### config.mk
export PLATFORM = sky130hd
export DESIGN_NAME = imem_loader
export DESIGN_NICKNAME = d
export VERILOG_FILES = /design/src/rtl/imem_loader_pkg.sv /design/src/rtl/imem_loader_word_assembler.sv /design/src/rtl/imem_loader.sv
export SDC_FILE = /design/constraint.sdc
export NUM_CORES = 1
export LEC_CHECK = 0
export CAP_MARGIN = 20
export CORE_UTILIZATION = 57
export CTS_BUF_LIST = sky130_fd_sc_hd__clkbuf_2
export CTS_CLUSTER_DIAMETER = 200
export DETAILED_ROUTE_END_ITERATION = 6
export PLACE_DENSITY = 0.91
export SLEW_MARGIN = 15
export SYNTH_ARGS = -nofsm -noshare
export SYNTH_HDL_FRONTEND = slang
export SYNTH_HIERARCHICAL = 1
export SYNTH_SLANG_ARGS = --single-unit
### constraint.sdc
create_clock -name clk -period 2.8 [get_ports clk]
set_input_delay 0.84 -clock clk [delete_from_list [all_inputs] [get_ports clk]]
set_output_delay 0.84 -clock clk [all_outputs]
set_load 0.02 [all_outputs]
### src/rtl/imem_loader_pkg.sv
// Shared types and constants for the instruction-memory program loader.
package imem_loader_pkg;

    typedef enum logic [2:0] {
        IDLE,
        LEN0,
        LEN1,
        DATA,
        CHK,
        DONE,
        ERROR
    } state_e;

    localparam int BYTES_PER_WORD = 4;
    localparam int LEN_BYTES      = 2;
    localparam int WORD_W         = BYTES_PER_WORD * 8;
    localparam int LEN_W          = LEN_BYTES * 8;
    localparam int IDX_W          = $clog2(BYTES_PER_WORD);

    // States in which the stream handshake is open.
    function automatic logic accepts_byte(input state_e s);
        return (s == LEN0) || (s == LEN1) || (s == DATA) || (s == CHK);
    endfunction

endpackage

### src/rtl/imem_loader_word_assembler.sv
// Packs little-endian stream bytes into 32-bit words; emits a one-cycle
// word_valid pulse with the registered word after the fourth byte.
module word_assembler
    import imem_loader_pkg::*;
(
    input  logic              clk,
    input  logic              rst,
    input  logic              i_clear,
    input  logic              i_xfer,
    input  logic [7:0]        i_byte,
    output logic              o_last_byte,
    output logic              o_word_valid,
    output logic [WORD_W-1:0] o_word
);

    logic [IDX_W-1:0]  r_byte_idx;
    logic [WORD_W-9:0] r_shift;
    logic [WORD_W-1:0] r_word;
    logic              r_word_valid;

    assign o_last_byte  = (r_byte_idx == IDX_W'(BYTES_PER_WORD - 1));
    assign o_word_valid = r_word_valid;
    assign o_word       = r_word;

    // NOTE: state registers use non-blocking assignments so every flop samples pre-edge values.
    always_ff @(posedge clk or posedge rst) begin
        if (rst) begin
            r_byte_idx   <= '0;
            r_shift      <= '0;
            r_word       <= '0;
            r_word_valid <= 1'b0;
        end else begin
            r_word_valid <= 1'b0;
            if (i_clear) begin
                r_byte_idx <= '0;
                r_shift    <= '0;
            end else if (i_xfer) begin
                if (o_last_byte) begin
                    // Earlier bytes already sit LS-first in the shift register.
                    r_word       <= {i_byte, r_shift};
                    r_word_valid <= 1'b1;
                    r_byte_idx   <= '0;
                end else begin
                    r_shift    <= {i_byte, r_shift[WORD_W-9:8]};
                    r_byte_idx <= r_byte_idx + IDX_W'(1);
                end
            end
        end
    end

endmodule

### src/rtl/imem_loader.sv
// Instruction-memory program loader: length-prefixed byte stream to IM writes.
// Optional trailing XOR checksum byte enabled by IMEM_LOADER_CHECKSUM_EN.
module imem_loader
    import imem_loader_pkg::*;
#(
    parameter int ADDR_W    = 10,
    parameter int DATA_W    = 32,
    parameter int BASE_ADDR = 0
) (
    input  logic              clk,
    input  logic              rst,
    input  logic              start,
    input  logic [7:0]        in_data,
    input  logic              in_valid,
    output logic              in_ready,
    output logic              im_we,
    output logic [ADDR_W-1:0] im_addr,
    output logic [DATA_W-1:0] im_wdata,
    output logic              cpu_hold,
    output logic              done,
    output logic              err,
    output logic [ADDR_W:0]   words_loaded
);

    localparam int MAX_WORDS = (1 << ADDR_W) - BASE_ADDR;

`ifdef IMEM_LOADER_CHECKSUM_EN
    localparam state_e ST_TAIL = CHK;
`else
    localparam state_e ST_TAIL = DONE;
`endif

    state_e            r_state;
    state_e            w_next;
    logic              r_in_ready;
    logic [7:0]        r_len_lo;
    logic [LEN_W-1:0]  r_len;
    logic [ADDR_W-1:0] r_addr;
    logic [ADDR_W-1:0] r_im_addr;
    logic [ADDR_W:0]   r_words;

    logic              w_xfer;
    logic              w_start_ok;
    logic              w_asm_xfer;
    logic              w_last_byte;
    logic              w_last_word;
    logic              w_len_ovf;
    logic [LEN_W-1:0]  w_len_in;
    logic              w_word_valid;
    logic [WORD_W-1:0] w_word;

    assign w_xfer      = in_valid && r_in_ready;
    assign w_start_ok  = start && ((r_state == IDLE) || (r_state == DONE) || (r_state == ERROR));
    assign w_asm_xfer  = w_xfer && (r_state == DATA);
    assign w_len_in    = {in_data, r_len_lo};
    assign w_len_ovf   = 32'(w_len_in) > 32'(MAX_WORDS);
    assign w_last_word = (32'(r_words) + 32'd1) == 32'(r_len);

    word_assembler u_asm (
        .clk          (clk),
        .rst          (rst),
        .i_clear      (w_start_ok),
        .i_xfer       (w_asm_xfer),
        .i_byte       (in_data),
        .o_last_byte  (w_last_byte),
        .o_word_valid (w_word_valid),
        .o_word       (w_word)
    );

`ifdef IMEM_LOADER_CHECKSUM_EN
    logic [7:0] r_csum;

    always_ff @(posedge clk or posedge rst) begin
        if (rst) begin
            r_csum <= '0;
        end else if (w_start_ok) begin
            r_csum <= '0;
        end else if (w_asm_xfer) begin
            r_csum <= r_csum ^ in_data;
        end
    end
`endif

    always_ff @(posedge clk or posedge rst) begin
        if (rst) begin
            r_state <= IDLE;
        end else begin
            r_state <= w_next;
        end
    end

    always_comb begin
        // NOTE: default assignment first so no path leaves w_next unassigned (no latch).
        w_next = r_state;
        case (r_state)
            IDLE, DONE, ERROR: if (start) w_next = LEN0;
            LEN0:              if (w_xfer) w_next = LEN1;
            LEN1: begin
                if (w_xfer) begin
                    if (w_len_ovf)            w_next = ERROR;
                    else if (w_len_in == '0)  w_next = ST_TAIL;
                    else                      w_next = DATA;
                end
            end
            DATA:              if (w_asm_xfer && w_last_byte && w_last_word) w_next = ST_TAIL;
`ifdef IMEM_LOADER_CHECKSUM_EN
            CHK:               if (w_xfer) w_next = (in_data == r_csum) ? DONE : ERROR;
`endif
            default:           w_next = IDLE;
        endcase
    end

    always_comb begin
        cpu_hold = (r_state != DONE);
        done     = (r_state == DONE);
        err      = (r_state == ERROR);
    end

    // Write address is latched with the 4th byte so im_addr holds between writes.
    always_ff @(posedge clk or posedge rst) begin
        if (rst) begin
            r_in_ready <= 1'b0;
            r_len_lo   <= '0;
            r_len      <= '0;
            r_addr     <= ADDR_W'(BASE_ADDR);
            r_im_addr  <= ADDR_W'(BASE_ADDR);
            r_words    <= '0;
        end else begin
            r_in_ready <= accepts_byte(w_next);
            if (w_start_ok) begin
                r_addr  <= ADDR_W'(BASE_ADDR);
                r_words <= '0;
            end else if (w_xfer) begin
                if (r_state == LEN0) r_len_lo <= in_data;
                if (r_state == LEN1) r_len    <= w_len_in;
                if ((r_state == DATA) && w_last_byte) begin
                    r_im_addr <= r_addr;
                    r_addr    <= r_addr + ADDR_W'(1);
                    r_words   <= r_words + (ADDR_W + 1)'(1);
                end
            end
        end
    end

    assign in_ready     = r_in_ready;
    assign im_we        = w_word_valid;
    assign im_addr      = r_im_addr;
    assign im_wdata     = w_word;
    assign words_loaded = r_words;

endmodule

# Word level (Yosys, flattened, before mapping)

Index checks and enable logic that the tools add are counted.

Register bits: 118
Input bits: 12
Output and inout bits: 58
Logic and storage cells: 75

Add/sub/neg operators: 4
$lt $le $gt $ge: 1
Equality and inequality tests: 13
Multiplexer cells: 22
Bitwise logic cells: 1
Reductions and logical operators: 23

Operator list:

| kind                    | count |
|---|---|
| $mux W24                | 3 |
| $mux W11                | 3 |
| $mux W10                | 3 |
| $mux W3                 | 6 |
| $eq A12 B16 Y1          | 1 |
| $gt A16 B11 Y1 const B  | 1 |
| $logic_not A16 Y1       | 1 |
| $add A11 B1 Y12 const B | 1 |
| $eq A3 B2 Y1 const B    | 4 |
| $pmux W3 S4             | 1 |
| $reduce_and A3 Y1       | 4 |
| $add A11 B1 Y11 const B | 1 |
| $add A10 B1 Y10 const B | 1 |
| $eq A3 B3 Y1 const B    | 3 |
| $eq A3 B1 Y1 const B    | 2 |
| $logic_and A1 B1 Y1     | 6 |
| $mux W2                 | 3 |
| $reduce_bool A2 Y1      | 3 |
| $logic_or A1 B1 Y1      | 5 |
| $reduce_and A2 Y1       | 2 |
| $logic_not A3 Y1        | 1 |
| $mux W1                 | 3 |
| $ne A3 B3 Y1 const B    | 1 |
| $reduce_or A3 Y1        | 1 |
| 4 further kinds         | 4 |

# Depth between registers and ports, before layout

Depth in word-level cells: 10
Gate-level depth with buffers: 9
Mapped depth without buffers: 8

# Modules after synthesis

Netlist, hierarchy kept.

Modules (own cells, without submodules):

| module         | times used | cells each | area each (um^2) |
|---|---|---|---|
| imem_loader    | 1          | 307        | 3049.2 |
| word_assembler | 1          | 185        | 2439.8 |

# Worst setup path after synthesis

Ideal clock, no wire load.

Path kind: reg-to-reg
From: register r_state[0]
To: register u_asm.r_word[0] (netlist: u_asm/o_word[0])
Setup time: 125 ps
Arrival: 2176 ps
Data required time: 2675 ps
Slack: 498 ps
Stages on the path, launching flop included: 10
Buffers on the path: 4
Period minus slack after synthesis: 2302 ps
Cells stage by stage: dfrtp_1 buf_2 nand2b_1 o22ai_1 and2_1 clkbuf_1 buf_2 nand3b_4 buf_6 mux2_4

Longest elaborated chain between the ends: 6
Elaborated cells on any way between the ends: 10
Classes of those cells: eq/ne (3); bitwise (1); reduce/logical (6)

Ends and longest elaborated chain:

| what                                             | line                             | text |
|---|---|---|
| start: declaration                               | imem_loader.sv:33                | `state_e r_state;` |
| start signal: assignment                         | imem_loader.sv:88                | `r_state <= w_next;` |
| $eq A3 B3 Y1 or $logic_not A3 Y1 (tied branches) | imem_loader.sv:53                | `assign w_start_ok = start && ((r_state == IDLE) \|\| (r_state == DONE) \|\| (r_state == ERROR));` |
| $logic_or A1 B1 Y1                               | imem_loader.sv:53                |  |
| $logic_or A1 B1 Y1 (*)                           | imem_loader.sv:53                |  |
| $logic_and A1 B1 Y1 (*)                          | imem_loader.sv:53                |  |
| net w_start_ok                                   | imem_loader.sv:43                | `logic w_start_ok;` |
| $not A1 Y1 (no source line) (*)                  | --                               |  |
| $reduce_and A3 Y1 (no source line) (*)           | --                               |  |
| end signal: assignment                           | imem_loader_word_assembler.sv:40 | `r_word <= {i_byte, r_shift};` |
| end: declaration                                 | imem_loader_word_assembler.sv:18 | `logic [WORD_W-1:0] r_word;` |

The timed path passes the listed nets; every way through them passes the cells marked *.
A chain may end at the register's enable or synchronous reset.

# Worst setup path in the final report

From: register r_words[0] (netlist: words_loaded[0])
To: output words_loaded[0]

RTL lines:

| what                     | line               | text |
|---|---|---|
| start: declaration       | imem_loader.sv:40  | `logic [ADDR_W:0] r_words;` |
| start signal: assignment | imem_loader.sv:139 | `r_words <= r_words + (ADDR_W + 1)'(1);` |
| end: declaration         | imem_loader.sv:22  | `output logic [ADDR_W:0] words_loaded` |

No word-level cell between the ends.

==> impl_metrics.env <==
export IMPL_synth_main_ff_cell="dfrtp_1"
export IMPL_finalSetupViolations=0
export IMPL_dp_slack_ps=33.0
export IMPL_core_mm2=0.00928
export IMPL_grt_max_degree=60
export IMPL_period_minus_slack_ps=2690
export IMPL_crit_path_start_kind="register"
export IMPL_yosys_warnings=6
export IMPL_antenna_found_initial=0
export IMPL_totalWireLength_um=12100
export IMPL_viasPerCell=5.61
export IMPL_regArea_mm2=0.00296
export IMPL_synth_most_common_cell="dfrtp_1"
export IMPL_synth_fp_nets=507
export IMPL_hold_ws_ps=506
export IMPL_synth_cell_types=54
export IMPL_p_leak_nw=3.12
export IMPL_clkLatencyLatePin_ps=690
export IMPL_clkTransAtPathRegs_ps=230
export IMPL_crit_path_max_incr_delay_ps=660
export IMPL_synth_yosys_seq_area_share=0.538
export IMPL_yosys_top_cells_count="dfrtp_1, nand2_1, mux2_4"
export IMPL_synth_edff_count=0
export IMPL_overflow=0
export IMPL_hold_viol_final=0
export IMPL_p_per_area_mw_per_mm2=765
export IMPL_ctsHtreeMaxLevel=4
export IMPL_ctsRootBufferMaster="clkbuf_2"
export IMPL_postCtsHoldBufs=0
export IMPL_hp_start="im_addr[4]"
export IMPL_crit_start="words_loaded[0]"
export IMPL_min_path_type="reg2reg"
export IMPL_critical_path_top_delay_family="buffers and inverters"
export IMPL_end_kind="output pin"
export IMPL_post_synth_top_area_fraction=0.538
export IMPL_worst_slew_pin_slew_ps=430
export IMPL_grtUsageTotal=0.257
export IMPL_cts_tree="built"
export IMPL_regToRegSetupSlack_ps=650
export IMPL_dieHeight_um=100
export IMPL_num_antenna_cells=0
export IMPL_clock_sinks=118
export IMPL_grt_pass1_vias=3988
export IMPL_path_class="reg2out"
export IMPL_die_x_um=100
export IMPL_reg2reg_depth=8
export IMPL_ir_drop_uv=558
export IMPL_outcome="complete, no violations"
export IMPL_start_util=0.591
export IMPL_ant_nets=0
export IMPL_hpwl_um=8200
export IMPL_cp_buffers_inverters=1
export IMPL_cp_required_ps=1960
export IMPL_slew_headroom=0.713
export IMPL_fin_tns_setup_ps=0
export IMPL_gp_congestion=0.932
export IMPL_routedWlPerCell_um=16.7
export IMPL_area_growth_pct=21.3
export IMPL_setup_slack_ps=109
export IMPL_multi_input_area_mm2=0.00235
export IMPL_cp_max_fo=8
export IMPL_fin_nets=595
export IMPL_ys_seq_elements=118
export IMPL_synth_top_cell_by_area="dfrtp_1"
export IMPL_final_util=0.717
export IMPL_r2r_start="words_loaded[0]"
export IMPL_arrival_ps=1850
export IMPL_synth_area_mm2=0.00549
export IMPL_yosys_top_cells_area="dfrtp_1, mux2_4, nand2_1, mux2_2, a21oi_1"
export IMPL_drc=0
export IMPL_placement_io_buffers=69
export IMPL_grt_pass1_wl_um=19700
export IMPL_drv_slew=0
export IMPL_fin_skew_ps=36.6
export IMPL_dr_pass1_iters=5
export IMPL_vias=4053
export IMPL_n_fill_cell=639
export IMPL_hold_path_depth=2
export IMPL_fmax_ghz=0.372
export IMPL_io_pins=70
export IMPL_holdPathEnd="im_addr[4]"
export IMPL_drtIter0Drc=320
export IMPL_cts_made_buffers=17
export IMPL_crit_chain="clkdlybuf4s50_1"
export IMPL_r2r_end="r_state[2]"
export IMPL_synthCells=492
export IMPL_rsz0062_at_grt="no"
export IMPL_clk_path_buf_depth=2
export IMPL_async_flop_share=1.00
export IMPL_drive_above_1_share=0.246
export IMPL_die_area_mm2=0.0100
export IMPL_fin_crit_sh=0.961
export IMPL_critPathSlowestCell="clkdlybuf4s50_1"
export IMPL_syn_area_per_cell_um2=11.2
export IMPL_drv_cap=0
export IMPL_num_rows=35
[sequential cells by signal (all words and copies together), names as in the netlist, 2 cells and up]
| signal | flops |
|---|---|
| r_len_lo | 8 |
| words_loaded | 11 |
| r_len | 16 |
| u_asm/r_byte_idx | 2 |
| u_asm/r_shift | 24 |
| r_state | 3 |
| im_addr | 10 |
| r_addr | 10 |
| u_asm/o_word | 32 |
[layout make-up]
| type | count | share of cell area |
|---|---|---|
| tap | 129 | 0.0242 |
| timing repair buffer | 95 | 0.139 |
| inverter | 6 | 0.00338 |
| sequential | 118 | 0.445 |
| clock buffer | 17 | 0.0128 |
| multi-input combinational | 342 | 0.352 |
| clock inverter | 15 | 0.0227 |
[worst max-delay path by stage]
| stage | end | slack (ps) | cells past startpoint |
|---|---|---|---|
| 2_1_floorplan | im_addr[0] | 500 | 1 |
| 3_5_place_dp | in_ready | 30 | 7 |
| 5_1_grt | words_loaded[9] | 20 | 1 |
| 4_1_cts | done | 6 | 4 |
| 6_report | words_loaded[0] | 110 | 1 |
| 3_3_place_gp | in_ready | 50 | 7 |
[kinds of logic after synthesis]
kind of cell / count (synthesis) / synth area share
simple gates: 181 / 0.160
flops: 118 / 0.538
compound gates: 74 / 0.0805
mux: 59 / 0.140
buf+inv: 32 / 0.0351
xor+xnor: 25 / 0.0399
fa+ha+maj: 3 / 0.00684
[repair_timing]
action	in CTS	in global routing
cloned	0	0
setup endpoints to repair	9	3
resized for setup	16	3
setup buffers	1	2
[stage by stage]
stage | instance area, um2 | power, mW | instances
6_report | 6660 | 5.09 | 722
5_1_grt | 6660 | 5.35 | 722
2_1_floorplan | 5490 | 3.46 | 492
4_1_cts | 6650 | 5.08 | 720
3_3_place_gp | 6390 | 3.87 | 687
3_5_place_dp | 6390 | 3.98 | 687
[layout by cell type (no fill, tap or decap), drive strengths merged, types with 12 or more instances in the layout]
cell | netlist | final
a21oi | 32 | 32
buf | 15 | 27
clkbuf | 11 | 18
clkdlybuf4s50 | 0 | 66
dfrtp | 118 | 118
inv | 6 | 17
mux2 | 56 | 56
nand2 | 98 | 98
nand3 | 16 | 16
nor2 | 28 | 28
o21ai | 22 | 22
xnor2 | 12 | 12
xor2 | 13 | 13
[power by group]
part / internal (mW) / total, mW / switching [mW]
sequential: 2.11 / 2.46 / 0.351
combinational: 0.779 / 1.54 / 0.765
clock: 0.291 / 1.09 / 0.796
[layer usage]
| metal | wire [um] | vias up | GRT usage | share of wire |
|---|---|---|---|---|
| li1 | - | 1862 | - | - |
| met1 | 5130 | 1995 | 0.341 | 0.42 |
| met2 | 6020 | 167 | 0.416 | 0.50 |
| met3 | 665 | 29 | 0.0501 | 0.055 |
| met4 | 256 | 0 | 0.109 | 0.021 |
| met5 | 0 | - | 0 | 0 |
(Power assumes the default switching activity.)
==> edit, RTL diff (config.mk and constraints unchanged) <==
Build with the macro `IMEM_LOADER_CHECKSUM_EN` defined.
--- a/src/rtl/imem_loader.sv
+++ b/src/rtl/imem_loader.sv
@@ -1,5 +1,7 @@
 // Instruction-memory program loader: length-prefixed byte stream to IM writes.
 // Optional trailing XOR checksum byte enabled by IMEM_LOADER_CHECKSUM_EN.
+`define IMEM_LOADER_CHECKSUM_EN
+
 module imem_loader
     import imem_loader_pkg::*;
 #(
Check against the original RTL: not equivalent (Yosys sat finds a counterexample within 4 cycles, from zero or initial values and one cycle with rst high).
==> edit against the original RTL <==
  * Synthesized cell count grew 8.3%
  * Die area grew 7.5%
  * Register-to-register slack lost 0.36 ns
  * Sequential share of layout area is essentially flat
  * First-iteration DRC count shrank 1.9%
  * Hold slack lost 0.0023 ns
  * Sequential cell count grew 8
  * Area after synthesis grew 7.7%
  * Routed wire length grew 13%
  * Clock skew shrank 0.0040 ns
  * Setup slack lost 0.038 ns
  * Design area grew 6.7%
  * Total power shrank 10%
  * Cell count grew 6.2%
  * Largest cell class unchanged
==> edit: results (changes against the original RTL) <==
{
  "hpwl": {"value": 9450, "unit": "um", "change": "+15%"},
  "reg2reg_to": "r_state[1]",
  "gp_congestion": {"value": 0.924, "change": "-0.90%"},
  "timing.critical_path.slowest_cell_delay": {"value": 0.53, "unit": "ns", "change": "-0.13 ns"},
  "synth.lib_cells_used.distinct": {"value": 59, "change": "+9.3%"},
  "run_status": "finished clean",
  "fin_skew": {"value": 0.0327, "unit": "ns", "change": "-0.00396 ns"},
  "global_route.usage.total": {"value": 26.8, "unit": "%", "change": "+1.2 points"},
  "hp-start": "im_addr[0]",
  "netlist_top_cells_count": "sky130_fd_sc_hd__dfrtp_1 (126), sky130_fd_sc_hd__nand2_1 (107), sky130_fd_sc_hd__xor2_1 (30)",
  "port_buffers": {"value": 69, "change": "unchanged"},
  "vdd_drop_max": {"value": 529, "unit": "uV", "change": "-5.3%"},
  "postSynthNetCount": {"value": 548, "change": "+8.1%"},
  "tightestPinTransition": {"value": 0.655, "unit": "ns", "change": "+0.225 ns"},
  "rr_startpoint": "words_loaded[1]",
  "cp_top_family": "flip-flops",
  "number_of_global_route_vias_before_repair": {"value": 4592, "change": "+15%"},
  "final_net_count": {"value": 636, "change": "+6.9%"},
  "cp_max_fo": {"value": 9, "change": "+1"},
  "ys.warnings.count": {"value": 6, "change": "unchanged"},
  "wl_per_cell": {"value": 17.8, "unit": "um", "change": "+6.6%"},
  "fin_hold_ws": {"value": 0.504, "unit": "ns", "change": "-0.00232 ns"},
  "post-cts-setup-buffer-count": {"value": 0, "change": "-1"},
  "slowest_stage": "sky130_fd_sc_hd__dfrtp_1",
  "sequential_element_share_of_the_synthesized_area": {"value": 53.3, "unit": "%", "change": "-0.45 points"},
  "hold-path-endpoint": "im_addr[0]",
  "grt_first_pass_wirelength": {"value": 22700, "unit": "um", "change": "+15%"},
  "cts_root_buf": "sky130_fd_sc_hd__clkbuf_2",
  "reg2reg_depth": {"value": 7, "change": "-1"},
  "cts.repair.resized": {"value": 7, "change": "-9"},
  "place_ws": {"value": -0.0924, "unit": "ns", "change": "-0.125 ns"},
  "r2r_setup_slack": {"value": 0.29, "unit": "ns", "change": "-0.36 ns"},
  "cp_data_arrival_time": {"value": 1.89, "unit": "ns", "change": "+0.04 ns"},
  "netlist_top_cells_area": "sky130_fd_sc_hd__dfrtp_1 (53%), sky130_fd_sc_hd__mux2_4 (7.4%), sky130_fd_sc_hd__nand2_1 (6.8%)",
  "dr.first_iter.drc_count": {"value": 314, "change": "-1.9%"},
  "postSynth.asyncResetShare": {"value": 100, "unit": "%", "change": "unchanged"},
  "clock_pin_slew_on_the_worst_setup_and_hold_paths": {"value": 0.19, "unit": "ns", "change": "-0.04 ns"},
  "grt_max_degree": {"value": 68, "change": "+13%"},
  "final_layout_size_suffix_gt1_share": {"value": 22.1, "unit": "%", "change": "-2.5 points"},
  "leakagePower": {"value": 3.37, "unit": "nW", "change": "+8.0%"}
}
## edit: layer usage
metal | vias to the layer above | part of all wire [%] | global-route usage [%]
met1 | 2222 | 40 | 34.2
met3 | 52 | 6.1 | 5.92
met5 | - | 0 | 0
li1 | 2004 | - | -
met2 | 203 | 50 | 43.9
met4 | 0 | 3.3 | 12.4
## edit: kinds of logic after synthesis
family	synth area share [%]
AND/OR/NAND/NOR	15.2
flip-flops	53.3
AO/OA/AOI/OAI	8.28
multiplexers	13.2
XOR/XNOR	5.78
buffers and inverters	3.39
adder cells (fa/ha/maj)	0.804
## edit: tightest hold or removal path: cells and delay by family, from the launching register on
| kind | cells | cell delay (ns) |
|---|---|---|
| flip-flops | 1 | 0.38 |
| AND/OR/NAND/NOR | 2 | 0.10 |
## edit: cell type report
cell class / instances / area, sq um
Clock buffer: 17 / 85.1
Clock inverter: 15 / 163
Fill cell: 661 / 2810
Inverter: 9 / 33.8
Multi-Input combinational cell: 371 / 2560
Sequential cell: 126 / 3160
Tap cell: 133 / 166
Timing Repair Buffer: 96 / 935
## edit: how the worst max path moves through the flow
stage | start | end | slack, ns | depth (start not counted)
5_1_grt | words_loaded[9] | words_loaded[9] | 0.003 | 1
3_3_place_gp | in_data[7] | in_ready | -0.05 | 6
6_report | r_state[0] | err | 0.07 | 2
3_5_place_dp | in_data[7] | in_ready | -0.09 | 6
4_1_cts | words_loaded[1] | words_loaded[1] | 0.03 | 1
2_1_floorplan | r_state[1] | u_asm/o_word[0] | 0.11 | 11
## edit: stage by stage
step                      util, %  power [mW]  area (sq um)  std cells
after floorplan                 -        3.08          5910        533
after global placement       69.2        3.35          6850        735
after detailed placement     69.2        3.44          6850        735
after CTS                    71.7        4.57          7110        767
after global routing         71.7        4.79          7100        767
final                        71.7        4.58          7100        767
## edit: where the power goes
part           switching [mW]  internal [mW]  leakage [nW]
combinational           0.629          0.494          1.52
clock                   0.722          0.422         0.147
sequential              0.250           2.06          1.71
total                    1.60           2.98          3.37
